## src/rtl/ifu_fetch_queue.sv

```systemverilog
// Instruction-fetch unit: PC generation, ITCM read issue, static JAL/backward-branch
// prediction and a credit-controlled fetch queue toward decode (valid/ready).
module ifu_fetch_queue #(
  parameter int unsigned     PC_W     = 16,
  parameter logic [PC_W-1:0] RESET_PC = '0,
  parameter int unsigned     FQ_DEPTH = 4,
  parameter bit              BPRED_EN = 1'b1
) (
  input  logic            clk,
  input  logic            rst_,
  input  logic            start,
  output logic            itcm_ren,
  output logic [PC_W-1:0] itcm_addr,
  input  logic [31:0]     itcm_rdata,
  output logic            dec_valid,
  input  logic            dec_ready,
  output logic [31:0]     dec_instr,
  output logic [PC_W-1:0] dec_pc,
  output logic            dec_pred_taken,
  input  logic            flush_flag,
  input  logic [PC_W-1:0] pc_new
);

  localparam int unsigned PTR_W = (FQ_DEPTH > 1) ? $clog2(FQ_DEPTH) : 1;
  localparam int unsigned CNT_W = $clog2(FQ_DEPTH + 1);
  localparam int unsigned CR_W  = CNT_W + 1;
  localparam logic [6:0]  OP_JAL = 7'b1101111;
  localparam logic [6:0]  OP_BXX = 7'b1100011;

  logic [PC_W-1:0]  pc;
  logic [PC_W-1:0]  resp_pc;
  logic             inflight;
  logic             kill;
  logic [CNT_W-1:0] count;
  logic [PTR_W-1:0] wr_ptr;
  logic [PTR_W-1:0] rd_ptr;
  logic [31:0]      q_instr [FQ_DEPTH];
  logic [PC_W-1:0]  q_pc    [FQ_DEPTH];
  logic             q_pred  [FQ_DEPTH];

  logic             pop;
  logic             push;
  logic             issue;
  logic             pred_taken;
  logic             redirect;
  logic [CR_W-1:0]  credit;
  logic [31:0]      imm_j;
  logic [31:0]      imm_b;
  logic [PC_W-1:0]  target;

  // Predecode of the word returning from the ITCM this cycle.
  always_comb begin
    imm_j      = {{11{itcm_rdata[31]}}, itcm_rdata[31], itcm_rdata[19:12],
                  itcm_rdata[20], itcm_rdata[30:21], 1'b0};
    imm_b      = {{19{itcm_rdata[31]}}, itcm_rdata[31], itcm_rdata[7],
                  itcm_rdata[30:25], itcm_rdata[11:8], 1'b0};
    pred_taken = 1'b0;
    target     = PC_W'(32'(resp_pc) + imm_b);
    if (BPRED_EN) begin
      if (itcm_rdata[6:0] == OP_JAL) begin
        pred_taken = 1'b1;
        target     = PC_W'(32'(resp_pc) + imm_j);
      end else if (itcm_rdata[6:0] == OP_BXX) begin
        pred_taken = imm_b[31];
      end
    end
  end

  // Issue only while the queue can absorb every outstanding response; held off during reset.
  always_comb begin
    pop      = dec_valid & dec_ready;
    push     = inflight & ~kill & ~flush_flag;
    redirect = push & pred_taken;
    credit   = CR_W'(count) + CR_W'(inflight) - CR_W'(pop);
    issue    = rst_ & start & ~flush_flag & (credit < CR_W'(FQ_DEPTH));
  end

  assign itcm_ren       = issue;
  assign itcm_addr      = pc;
  assign dec_valid      = (count != '0);
  assign dec_instr      = q_instr[rd_ptr];
  assign dec_pc         = q_pc[rd_ptr];
  assign dec_pred_taken = q_pred[rd_ptr];

  always_ff @(posedge clk or negedge rst_) begin
    if (!rst_) begin
      pc       <= RESET_PC;
      resp_pc  <= '0;
      inflight <= 1'b0;
      kill     <= 1'b0;
      count    <= '0;
      wr_ptr   <= '0;
      rd_ptr   <= '0;
      for (int i = 0; i < FQ_DEPTH; i++) begin
        q_instr[i] <= '0;
        q_pc[i]    <= '0;
        q_pred[i]  <= 1'b0;
      end
    end else begin
      inflight <= issue;
      if (issue) resp_pc <= pc;
      if (flush_flag) begin
        pc     <= pc_new;
        kill   <= 1'b0;
        count  <= '0;
        wr_ptr <= '0;
        rd_ptr <= '0;
      end else begin
        // A request issued alongside a taken prediction fetched the wrong path.
        kill <= redirect & issue;
        if (redirect)   pc <= target;
        else if (issue) pc <= pc + PC_W'(4);
        if (push) begin
          q_instr[wr_ptr] <= itcm_rdata;
          q_pc[wr_ptr]    <= resp_pc;
          q_pred[wr_ptr]  <= pred_taken;
          wr_ptr          <= wr_ptr + PTR_W'(1);
        end
        if (pop) rd_ptr <= rd_ptr + PTR_W'(1);
        count <= count + CNT_W'(push) - CNT_W'(pop);
      end
    end
  end

  a_no_full_push: assert property (@(posedge clk) disable iff (!rst_)
    push |-> (count < CNT_W'(FQ_DEPTH)));

endmodule

```

## config.mk

```make
export PLATFORM = sky130hd
export DESIGN_NAME = ifu_fetch_queue
export DESIGN_NICKNAME = d
export VERILOG_FILES = /design/src/rtl/ifu_fetch_queue.sv
export SDC_FILE = /design/constraint.sdc
export NUM_CORES = 1
export LEC_CHECK = 0
export ABC_AREA = 1
export ABC_CLOCK_PERIOD_IN_PS = 4300
export CELL_PAD_IN_SITES_DETAIL_PLACEMENT = 1
export CELL_PAD_IN_SITES_GLOBAL_PLACEMENT = 1
export CORE_UTILIZATION = 35
export DETAILED_ROUTE_END_ITERATION = 10
export HOLD_SLACK_MARGIN = 0.03
export PLACE_DENSITY = 0.67
export SYNTH_ARGS = -nofsm -noshare
export SYNTH_HDL_FRONTEND = slang
export SYNTH_SLANG_ARGS = --single-unit
```

## constraint.sdc

```tcl
create_clock -name clk -period 4.3 [get_ports clk]
set_clock_uncertainty 0.1 [all_clocks]
set_input_delay 0.43 -clock clk [delete_from_list [all_inputs] [get_ports clk]]
set_output_delay 0.43 -clock clk [all_outputs]
set_load 0.02 [all_outputs]
```

==> results of run 1 <==
report_power, final:
| group | internal [mW] | total (mW) | switching [mW] | leakage, nW |
|---|---|---|---|---|
| Sequential | 2.60 | 2.89 | 0.287 | 3.20 |
| Clock | 1.58 | 2.56 | 0.980 | 0.487 |
| Combinational | 1.35 | 3.44 | 2.09 | 3.11 |
Yosys cell counts (2+ instances only):
library cell / count
sky130_fd_sc_hd__clkinv_1: 3
sky130_fd_sc_hd__buf_6: 8
sky130_fd_sc_hd__buf_2: 9
sky130_fd_sc_hd__dfrtp_1: 237
sky130_fd_sc_hd__clkbuf_1: 60
sky130_fd_sc_hd__nand4_1: 4
sky130_fd_sc_hd__buf_4: 5
sky130_fd_sc_hd__o22ai_1: 49
sky130_fd_sc_hd__o21ai_2: 4
sky130_fd_sc_hd__a21oi_1: 17
sky130_fd_sc_hd__fa_1: 2
sky130_fd_sc_hd__or2_2: 6
sky130_fd_sc_hd__nand3_1: 43
sky130_fd_sc_hd__xnor2_1: 3
sky130_fd_sc_hd__nor2_1: 129
sky130_fd_sc_hd__ha_1: 25
sky130_fd_sc_hd__nand2_1: 361
sky130_fd_sc_hd__nor2_2: 2
sky130_fd_sc_hd__o211ai_1: 2
sky130_fd_sc_hd__xor2_1: 8
sky130_fd_sc_hd__o21ai_1: 8
sky130_fd_sc_hd__nor3_1: 6
sky130_fd_sc_hd__inv_1: 121
sky130_fd_sc_hd__o21ai_0: 328
sky130_fd_sc_hd__inv_2: 4
sky130_fd_sc_hd__nand2_2: 8
per-layer routing:
layer | track usage (%) | vias to the layer above | wire length, µm
met5 | 0 | - | 0
met4 | 4.63 | 0 | 692
met3 | 2.75 | 43 | 1390
met2 | 35.3 | 183 | 16400
met1 | 31.6 | 4975 | 17800
li1 | - | 4973 | -
cell type report:
type | instances | share of cell area [%]
sequential | 237 | 41.4
clock inverter | 9 | 1.13
tap | 442 | 3.86
inverter | 129 | 3.41
timing repair buffer | 146 | 10.4
multi-input combinational | 1015 | 34.0
clock buffer | 42 | 5.82
logic make-up after synthesis:
logic type	count (synthesis)	synth area share (%)
adders and majority gates	27	3.01
AOI/OAI and AO/OA	412	18.4
xor gates and xnor gates	11	0.823
and+or+nand+nor	565	19.4
DFF	237	50.7
buffers and inverters	212	7.71
path summary, 6_finish.rpt:
path	cells after the start	from	slack (ps)	endpoint
setup / recovery	13	count[1]	680	itcm_ren
hold / removal	2	rst_	270	q_instr[54]
setup reg to reg	16	count[1]	1430	itcm_addr[4]
hold reg to reg	2	q_instr[64]	380	q_instr[64]
max in group asynchronous	4	rst_	1980	q_instr[38]
min in group clk	2	q_instr[64]	380	q_instr[64]
what timing repair did:
item | CTS | global route
endpoints found under the hold margin | 44 | 0
gates resized for setup | 0 | 0
hold buffers | 1 | 0
setup buffers | 0 | 0
placed cells by master, fill, tap and decap left out, types with 2 or more instances in the layout:
| master | instances |
|---|---|
| sky130_fd_sc_hd__o211ai_1 | 2 |
| sky130_fd_sc_hd__clkinv_2 | 3 |
| sky130_fd_sc_hd__or2_2 | 6 |
| sky130_fd_sc_hd__a21oi_1 | 17 |
| sky130_fd_sc_hd__xor2_1 | 8 |
| sky130_fd_sc_hd__buf_4 | 19 |
| sky130_fd_sc_hd__nor3_1 | 6 |
| sky130_fd_sc_hd__buf_12 | 7 |
| sky130_fd_sc_hd__nand4_1 | 4 |
| sky130_fd_sc_hd__clkbuf_16 | 29 |
| sky130_fd_sc_hd__o22ai_1 | 49 |
| sky130_fd_sc_hd__nor2_1 | 129 |
| sky130_fd_sc_hd__o21ai_1 | 8 |
| sky130_fd_sc_hd__clkbuf_1 | 7 |
| sky130_fd_sc_hd__inv_2 | 4 |
| sky130_fd_sc_hd__o21ai_0 | 328 |
| sky130_fd_sc_hd__clkdlybuf4s50_1 | 118 |
| sky130_fd_sc_hd__dfrtp_1 | 236 |
| sky130_fd_sc_hd__clkinv_1 | 3 |
| sky130_fd_sc_hd__nand3_1 | 43 |
| sky130_fd_sc_hd__ha_1 | 25 |
| sky130_fd_sc_hd__xnor2_1 | 3 |
| sky130_fd_sc_hd__nor2_2 | 2 |
| sky130_fd_sc_hd__fa_1 | 2 |
| sky130_fd_sc_hd__nand2_1 | 361 |
| sky130_fd_sc_hd__inv_1 | 121 |
| sky130_fd_sc_hd__bufinv_16 | 4 |
| sky130_fd_sc_hd__nand2_2 | 8 |
| sky130_fd_sc_hd__clkbuf_8 | 6 |
| sky130_fd_sc_hd__o21ai_2 | 4 |
per-stage QoR:
step                      cells  worst slack (ps)  instance area, µm²  hold WS, ps
after floorplan            1464              1750               11700         34.4
after global placement     1968              1000               13300          276
after detailed placement   1968               902               13300          271
after CTS                  2020               655               14300          274
after global routing       2020               491               14300          302
final                      2020               679               14300          270
sequential cells by signal (all words and copies together), names as in the netlist:
name and flops:
itcm_addr 16, q_pc 64, kill 1, q_pred 4, inflight 1, resp_pc 16, rd_ptr 2, wr_ptr 2
count 3, q_instr 128
==> flow_summary.rst, run 1 <==
.. list-table::
   :header-rows: 1

   * - Metric
     - Value
   * - Result of the run
     - finished, final reports clean
   * - Core region area
     - 32,700 µm²
   * - Total standard cell area after synthesis
     - about 12,000 µm²
   * - H-tree level count
     - 1
   * - Max-capacitance violation count
     - 0
   * - Static Leakage
     - between 6 and 7 nW
   * - Library cell appearing most often on the critical path
     - sky130_fd_sc_hd__inv_1
   * - Critical path capture point type
     - output pin
   * - Slew at the pin closest to its max-slew limit
     - slightly above 800 ps
   * - Number of different library cells in the post-synthesis netlist
     - 38
   * - Via count of the first global-routing pass
     - about 11,000
   * - DR DRC count
     - 0
   * - Number of enable-type register cells in the synthesized netlist
     - 0
   * - Num CTS Buffers
     - 29
   * - Worst path bufs/invs
     - 5
   * - Residual overflow from global routing
     - 0
   * - Proportion of netlist area held by the largest area contributor
     - between 50% and 60%
   * - I/O pin count
     - 120
   * - Avg Cell Area, Syn
     - between 7 and 8 µm²
   * - Period utilization
     - between 80% and 90%
   * - Util after Layout
     - 43.8%
   * - Largest incremental delay on the critical path
     - 620 ps
   * - Antenna violations before repair
     - 0
   * - Post-synthesis to final-layout area growth
     - 22.4%
   * - Height of the die
     - roughly 180 µm
   * - Number of fill cells in the layout
     - roughly 3,900
   * - Final Total Pwr
     - between 8 and 9 mW
   * - Req. time, crit path
     - approximately 3800 ps
   * - Aggregate negative setup slack
     - 0 ps
   * - Worst Path Arrival
     - roughly 3100 ps
   * - Start-to-end type of the worst setup path
     - flip-flop to output pin
   * - Most area-consuming cells after synthesis
     - sky130_fd_sc_hd__dfrtp_1, sky130_fd_sc_hd__o21ai_0, sky130_fd_sc_hd__nand2_1
   * - Relative slew margins
     - approximately 45%
   * - Post-synthesis register bit count
     - between 200 and 250
   * - Number of instances in the synthesized netlist
     - roughly 1,500
   * - Area of the multi-input gates
     - ~4900 µm²
   * - Maximum resistive drop on vdd
     - 0.383 mV
   * - Most instantiated flip-flop cell in the synthesis netlist
     - sky130_fd_sc_hd__dfrtp_1
   * - Final number of max-transition violations
     - 0
   * - Initial core utilization
     - 35.8%
   * - FF/Latch Area
     - roughly 6000 µm²
   * - Port bufs
     - 119
   * - Detailed placement HPWL
     - 24.4 mm
   * - RSZ-0062 raised after global routing
     - false
   * - Maximum count of clock buffers along a single path
     - 3
   * - Die outline area
     - 34,200 µm²
   * - Routability-driven placement congestion ratio
     - roughly 0.83
   * - Tmin final
     - about 3600 ps
   * - Post-Synthesis Net Count
     - ~1,500
   * - X dimension of the die
     - approximately 180 µm
   * - Overall via count from detail_route
     - 10,200
   * - Vias per cell
     - roughly 5
   * - Site Rows
     - 66
   * - Final Routed Wirelength
     - roughly 36 mm
   * - Final hold violation count
     - 0
   * - Cell type group with the largest total delay on the critical path
     - buffers and inverters
   * - Fraction of registers with async set/reset
     - between 90% and 100%
   * - First-pass GRT wire length
     - between 50 and 60 mm
   * - WL/cell
     - 17.9 µm
   * - Antenna diode count
     - 0
   * - Insertion delay of the later-clocked pin in the worst-skew pair
     - ~560 ps
   * - Final setup vio count
     - 0
   * - Pwr Density
     - between 600 and 700 nW/µm²
   * - CTS tree
     - built
   * - Maximum number of pins on one net before global-route repair
     - about 150
   * - Type of the most critical hold path
     - input port to async pin
   * - # nets final
     - around 1,600
   * - Tot GR Track Use
     - between 20% and 30%
   * - Drt first-iter violations
     - roughly 520
   * - Master of the slowest instance on the critical path
     - sky130_fd_sc_hd__clkdlybuf4s50_1
   * - Clk pin slew, worst setup/hold paths
     - around 60 ps
   * - Library cell with the largest summed area after synthesis
     - sky130_fd_sc_hd__dfrtp_1
   * - Fraction of layout instances using a drive strength above 1
     - between 6 and 7%
   * - Cell chain of the critical path
     - inv_1 -> nand3_1 -> nand2_1 -> inv_1 -> ha_1 -> inv_1 -> ha_1 -> nand2_1 -> o21bai_1 -> xor2_1 -> nand2_2 -> clkinv_1 -> clkdlybuf4s50_1
   * - Maximum clock frequency
     - approximately 280 MHz
   * - Detailed-routing iteration count for the pre-antenna-repair pass
     - 5
   * - Critical-path maximum fanout
     - 10
   * - Cell at the root of the clock tree
     - sky130_fd_sc_hd__clkbuf_16
   * - Sequential element share of the synthesized area
     - 50.7%
   * - Post-detailed-route count of antenna-violating nets
     - 0
   * - Clock sink count
     - roughly 240
   * - Warnings from Yosys
     - 0
   * - Worst setup SP type
     - flip-flop
Power figures use the tool's default switching activity.
==> run 2: changes to the inputs <==
--- a/config.mk
+++ b/config.mk
@@ -6,13 +6,13 @@
 export NUM_CORES = 1
 export LEC_CHECK = 0
 export ABC_AREA = 1
-export ABC_CLOCK_PERIOD_IN_PS = 4300
+export ABC_CLOCK_PERIOD_IN_PS = 3300
 export CELL_PAD_IN_SITES_DETAIL_PLACEMENT = 1
 export CELL_PAD_IN_SITES_GLOBAL_PLACEMENT = 1
 export CORE_UTILIZATION = 35
 export DETAILED_ROUTE_END_ITERATION = 10
 export HOLD_SLACK_MARGIN = 0.03
-export PLACE_DENSITY = 0.67
+export PLACE_DENSITY = 0.69
 export SYNTH_ARGS = -nofsm -noshare
 export SYNTH_HDL_FRONTEND = slang
 export SYNTH_SLANG_ARGS = --single-unit
==> constraint.sdc (replaced) <==
create_clock -name clk -period 3.3 [get_ports clk]
set_clock_uncertainty 0.1 [all_clocks]
set_input_delay 0.33 -clock clk [delete_from_list [all_inputs] [get_ports clk]]
set_output_delay 0.33 -clock clk [all_outputs]
set_load 0.02 [all_outputs]
==> flow_summary.rst, run 2 (synthesized netlist as in run 1, its figures left out) <==
.. list-table::
   :header-rows: 1

   * - Metric
     - Value
   * - Worst Path Arrival
     - 2550 ps (-540 ps)
   * - Final number of max-transition violations
     - 0 (unchanged)
   * - Switching share of power
     - 38.0% (+0.23 points)
   * - Net load switching power
     - 4.36 mW (+30%)
   * - Post-detailed-route count of antenna-violating nets
     - 0 (unchanged)
   * - Residual overflow from global routing
     - 0 (unchanged)
   * - Portion of total power attributed to combinational logic
     - 39.4% (+0.7 points)
   * - Power share of the clock group
     - 27.8% (-1.0 points)
   * - Final Routed Wirelength
     - 36.2 mm (about the same)
   * - # nets final
     - 1,638 (unchanged)
   * - Drt first-iter violations
     - 597 (+15%)
   * - Antenna violations before repair
     - 0 (unchanged)
   * - Type of the most critical hold path
     - input port to async pin
   * - Tot GR Track Use
     - 21.7% (-0.28 points)
   * - Critical-path maximum fanout
     - 41 (+31)
   * - Insertion delay of the later-clocked pin in the worst-skew pair
     - 550 ps (about the same)
   * - Max reg flops
     - 128 (unchanged)
   * - Via count of the first global-routing pass
     - 10,500 (-0.019%)
   * - Final hold violation count
     - 0 (unchanged)
   * - Site Rows
     - 66 (unchanged)
   * - Maximum number of pins on one net before global-route repair
     - 148 (+2.1%)
   * - Cell chain of the critical path
     - inv_2 -> buf_4 -> o21ai_0 -> o22ai_1 -> clkdlybuf4s50_1
   * - Cell type group with the largest total delay on the critical path
     - buffers and inverters
   * - Start-to-end type of the worst setup path
     - flip-flop to output pin
   * - Detailed-routing iteration count for the pre-antenna-repair pass
     - 5 (unchanged)
   * - Max-capacitance violation count
     - 0 (unchanged)
   * - Clk pin slew, worst setup/hold paths
     - 60 ps (about the same)
   * - Relative slew margins
     - 42.8% (-1.8 points)
   * - Req. time, crit path
     - 2870 ps (-900 ps)
   * - H-tree level count
     - 1 (unchanged)
   * - Tmin final
     - 2980 ps
   * - Maximum clock frequency
     - between 300 and 400 MHz
   * - Slew at the pin closest to its max-slew limit
     - 857 ps (+26.5 ps)
   * - Clock sink count
     - 237 (unchanged)
   * - Most flops, register
     - q_instr
   * - Fraction of layout instances using a drive strength above 1
     - 6.65% (+0.25 points)
   * - Vias per cell
     - 5.07 (+0.63%)
   * - I/O pin count
     - 120 (unchanged)
   * - Maximum count of clock buffers along a single path
     - 3 (unchanged)
   * - Maximum resistive drop on vdd
     - 0.472 mV (+24%)
   * - Final setup vio count
     - 0 (unchanged)
   * - Number of fill cells in the layout
     - 3,950 (+0.025%)
   * - WL/cell
     - 17.9 µm (about the same)
   * - Static Leakage
     - 6.82 nW (+0.28%)
   * - Num CTS Buffers
     - 28 (-3.4%)
   * - Largest incremental delay on the critical path
     - 670 ps (+50 ps)
   * - PnR worst setup slack
     - 316 ps (-363 ps)
   * - Setup bufs post-CTS
     - 0 (unchanged)
   * - CTS tree
     - built
   * - Pwr Density
     - 799 nW/µm² (+29%)
   * - Aggregate negative setup slack
     - 0 ps (unchanged)
   * - Cell Count, Final, Fillers Out
     - 2,020 (unchanged)
   * - Core region area
     - 32,700 µm² (unchanged)
   * - Period utilization
     - around 90%
   * - Cell at the root of the clock tree
     - sky130_fd_sc_hd__clkbuf_16
   * - Overall via count from detail_route
     - 10,200 (+0.63%)
   * - Critical path capture point type
     - output pin
   * - Antenna diode count
     - 0 (unchanged)
   * - Height of the die
     - 185 µm (unchanged)
   * - Top library cells by usage in the layout, fill and taps aside
     - sky130_fd_sc_hd__nand2_1, sky130_fd_sc_hd__o21ai_0, sky130_fd_sc_hd__dfrtp_1
   * - Post-placement setup slack
     - 36.8 ps (-865 ps)
   * - Post-synthesis to final-layout area growth
     - 22.7%
   * - Master of the slowest instance on the critical path
     - sky130_fd_sc_hd__clkdlybuf4s50_1
   * - Worst path bufs/invs
     - 3 (-2)
   * - Cell Count Post-Placement
     - 1,969 (+0.051%)
   * - Sequential Power Share
     - 32.8% (+0.3 points)
   * - X dimension of the die
     - 185 µm (unchanged)
   * - RSZ-0062 raised after global routing
     - false
   * - Internal power
     - 7.12 mW (+29%)
   * - Commonest non-fill, non-tap cell in the layout
     - sky130_fd_sc_hd__nand2_1
   * - Initial core utilization
     - 35.8% (unchanged)
   * - Port bufs
     - 119 (unchanged)
   * - Routability-driven placement congestion ratio
     - 0.841 (+1.0%)
   * - DR DRC count
     - 0 (unchanged)
   * - Result of the run
     - finished, final reports clean
   * - Worst setup SP type
     - flip-flop
   * - First-pass GRT wire length
     - 58.0 mm (-1.2%)
   * - Die outline area
     - 34,200 µm² (unchanged)
   * - Detailed placement HPWL
     - 23.7 mm (-2.6%)
   * - Registers with the highest flip-flop counts
     - q_instr: 128 flops, q_pc: 64 flops
[run 2: repair_timing]
| action | 4_1_cts | 5_1_grt |
|---|---|---|
| hold buffers | 1 | 0 |
| resized for setup | 1 | 2 |
| gates cloned | 0 | 0 |
| hold endpoints to repair | 40 | 0 |
| setup endpoints to repair | 1 | 1 |
[run 2: through the flow]
stage	power, mW	hold slack (ps)	area, µm²	util, %
4_1_cts	11.6	177	14400	43.9
6_report	11.5	169	14400	43.9
3_5_place_dp	8.37	149	13400	41.0
2_1_floorplan	6.38	-65.6	11700	-
3_3_place_gp	8.27	144	13400	41.0
5_1_grt	12.2	196	14400	43.9
[run 2: worst paths after layout]
kind | slack, ps | depth (start not counted) | start | end
min reg2reg | 380 | 2 | q_instr[82] | q_instr[82]
min | 170 | 2 | rst_ | q_instr[17]
max | 320 | 5 | rd_ptr[0] | dec_instr[29]
min in group clk | 300 | 3 | pc_new[0] | itcm_addr[0]
max in group asynchronous | 1760 | 3 | rst_ | q_pc[55]
max reg2reg | 710 | 15 | count[1] | itcm_addr[5]
[run 2: area by class of cell]
cell class | count | area (µm²) | share of cell area (%)
sequential | 237 | 5930 | 41.3
multi-input combinational | 1015 | 4870 | 33.9
timing repair buffer | 147 | 1550 | 10.8
clock buffer | 42 | 865 | 6.02
tap | 442 | 553 | 3.85
inverter | 129 | 489 | 3.41
clock inverter | 8 | 92.6 | 0.645
[run 2: routing by layer]
| metal | routed length [µm] | track usage, % | part of all wire (%) |
|---|---|---|---|
| met3 | 1490 | 2.83 | 4.1 |
| met2 | 16200 | 34.7 | 45 |
| met5 | 0 | 0 | 0 |
| met1 | 17800 | 30.9 | 49 |
| met4 | 745 | 5.49 | 2.1 |
[run 2: power by group through the flow]
stage	Sequential (mW)	Clock (mW)	Combinational, mW
after detailed placement	3.81	0	4.56
after global routing	3.83	3.38	5.01
after floorplan	3.74	0	2.64
after CTS	3.76	3.27	4.59
after global placement	3.80	0	4.47
final	3.76	3.19	4.52
[run 2: worst register-to-register path, delay by kind of cell (launching register included)]
family	cells	cell delay, ps
simple gates	6	700
buf+inv	4	620
fa+ha+maj	2	400
flops	1	380
compound gates	2	160
xor+xnor	1	150
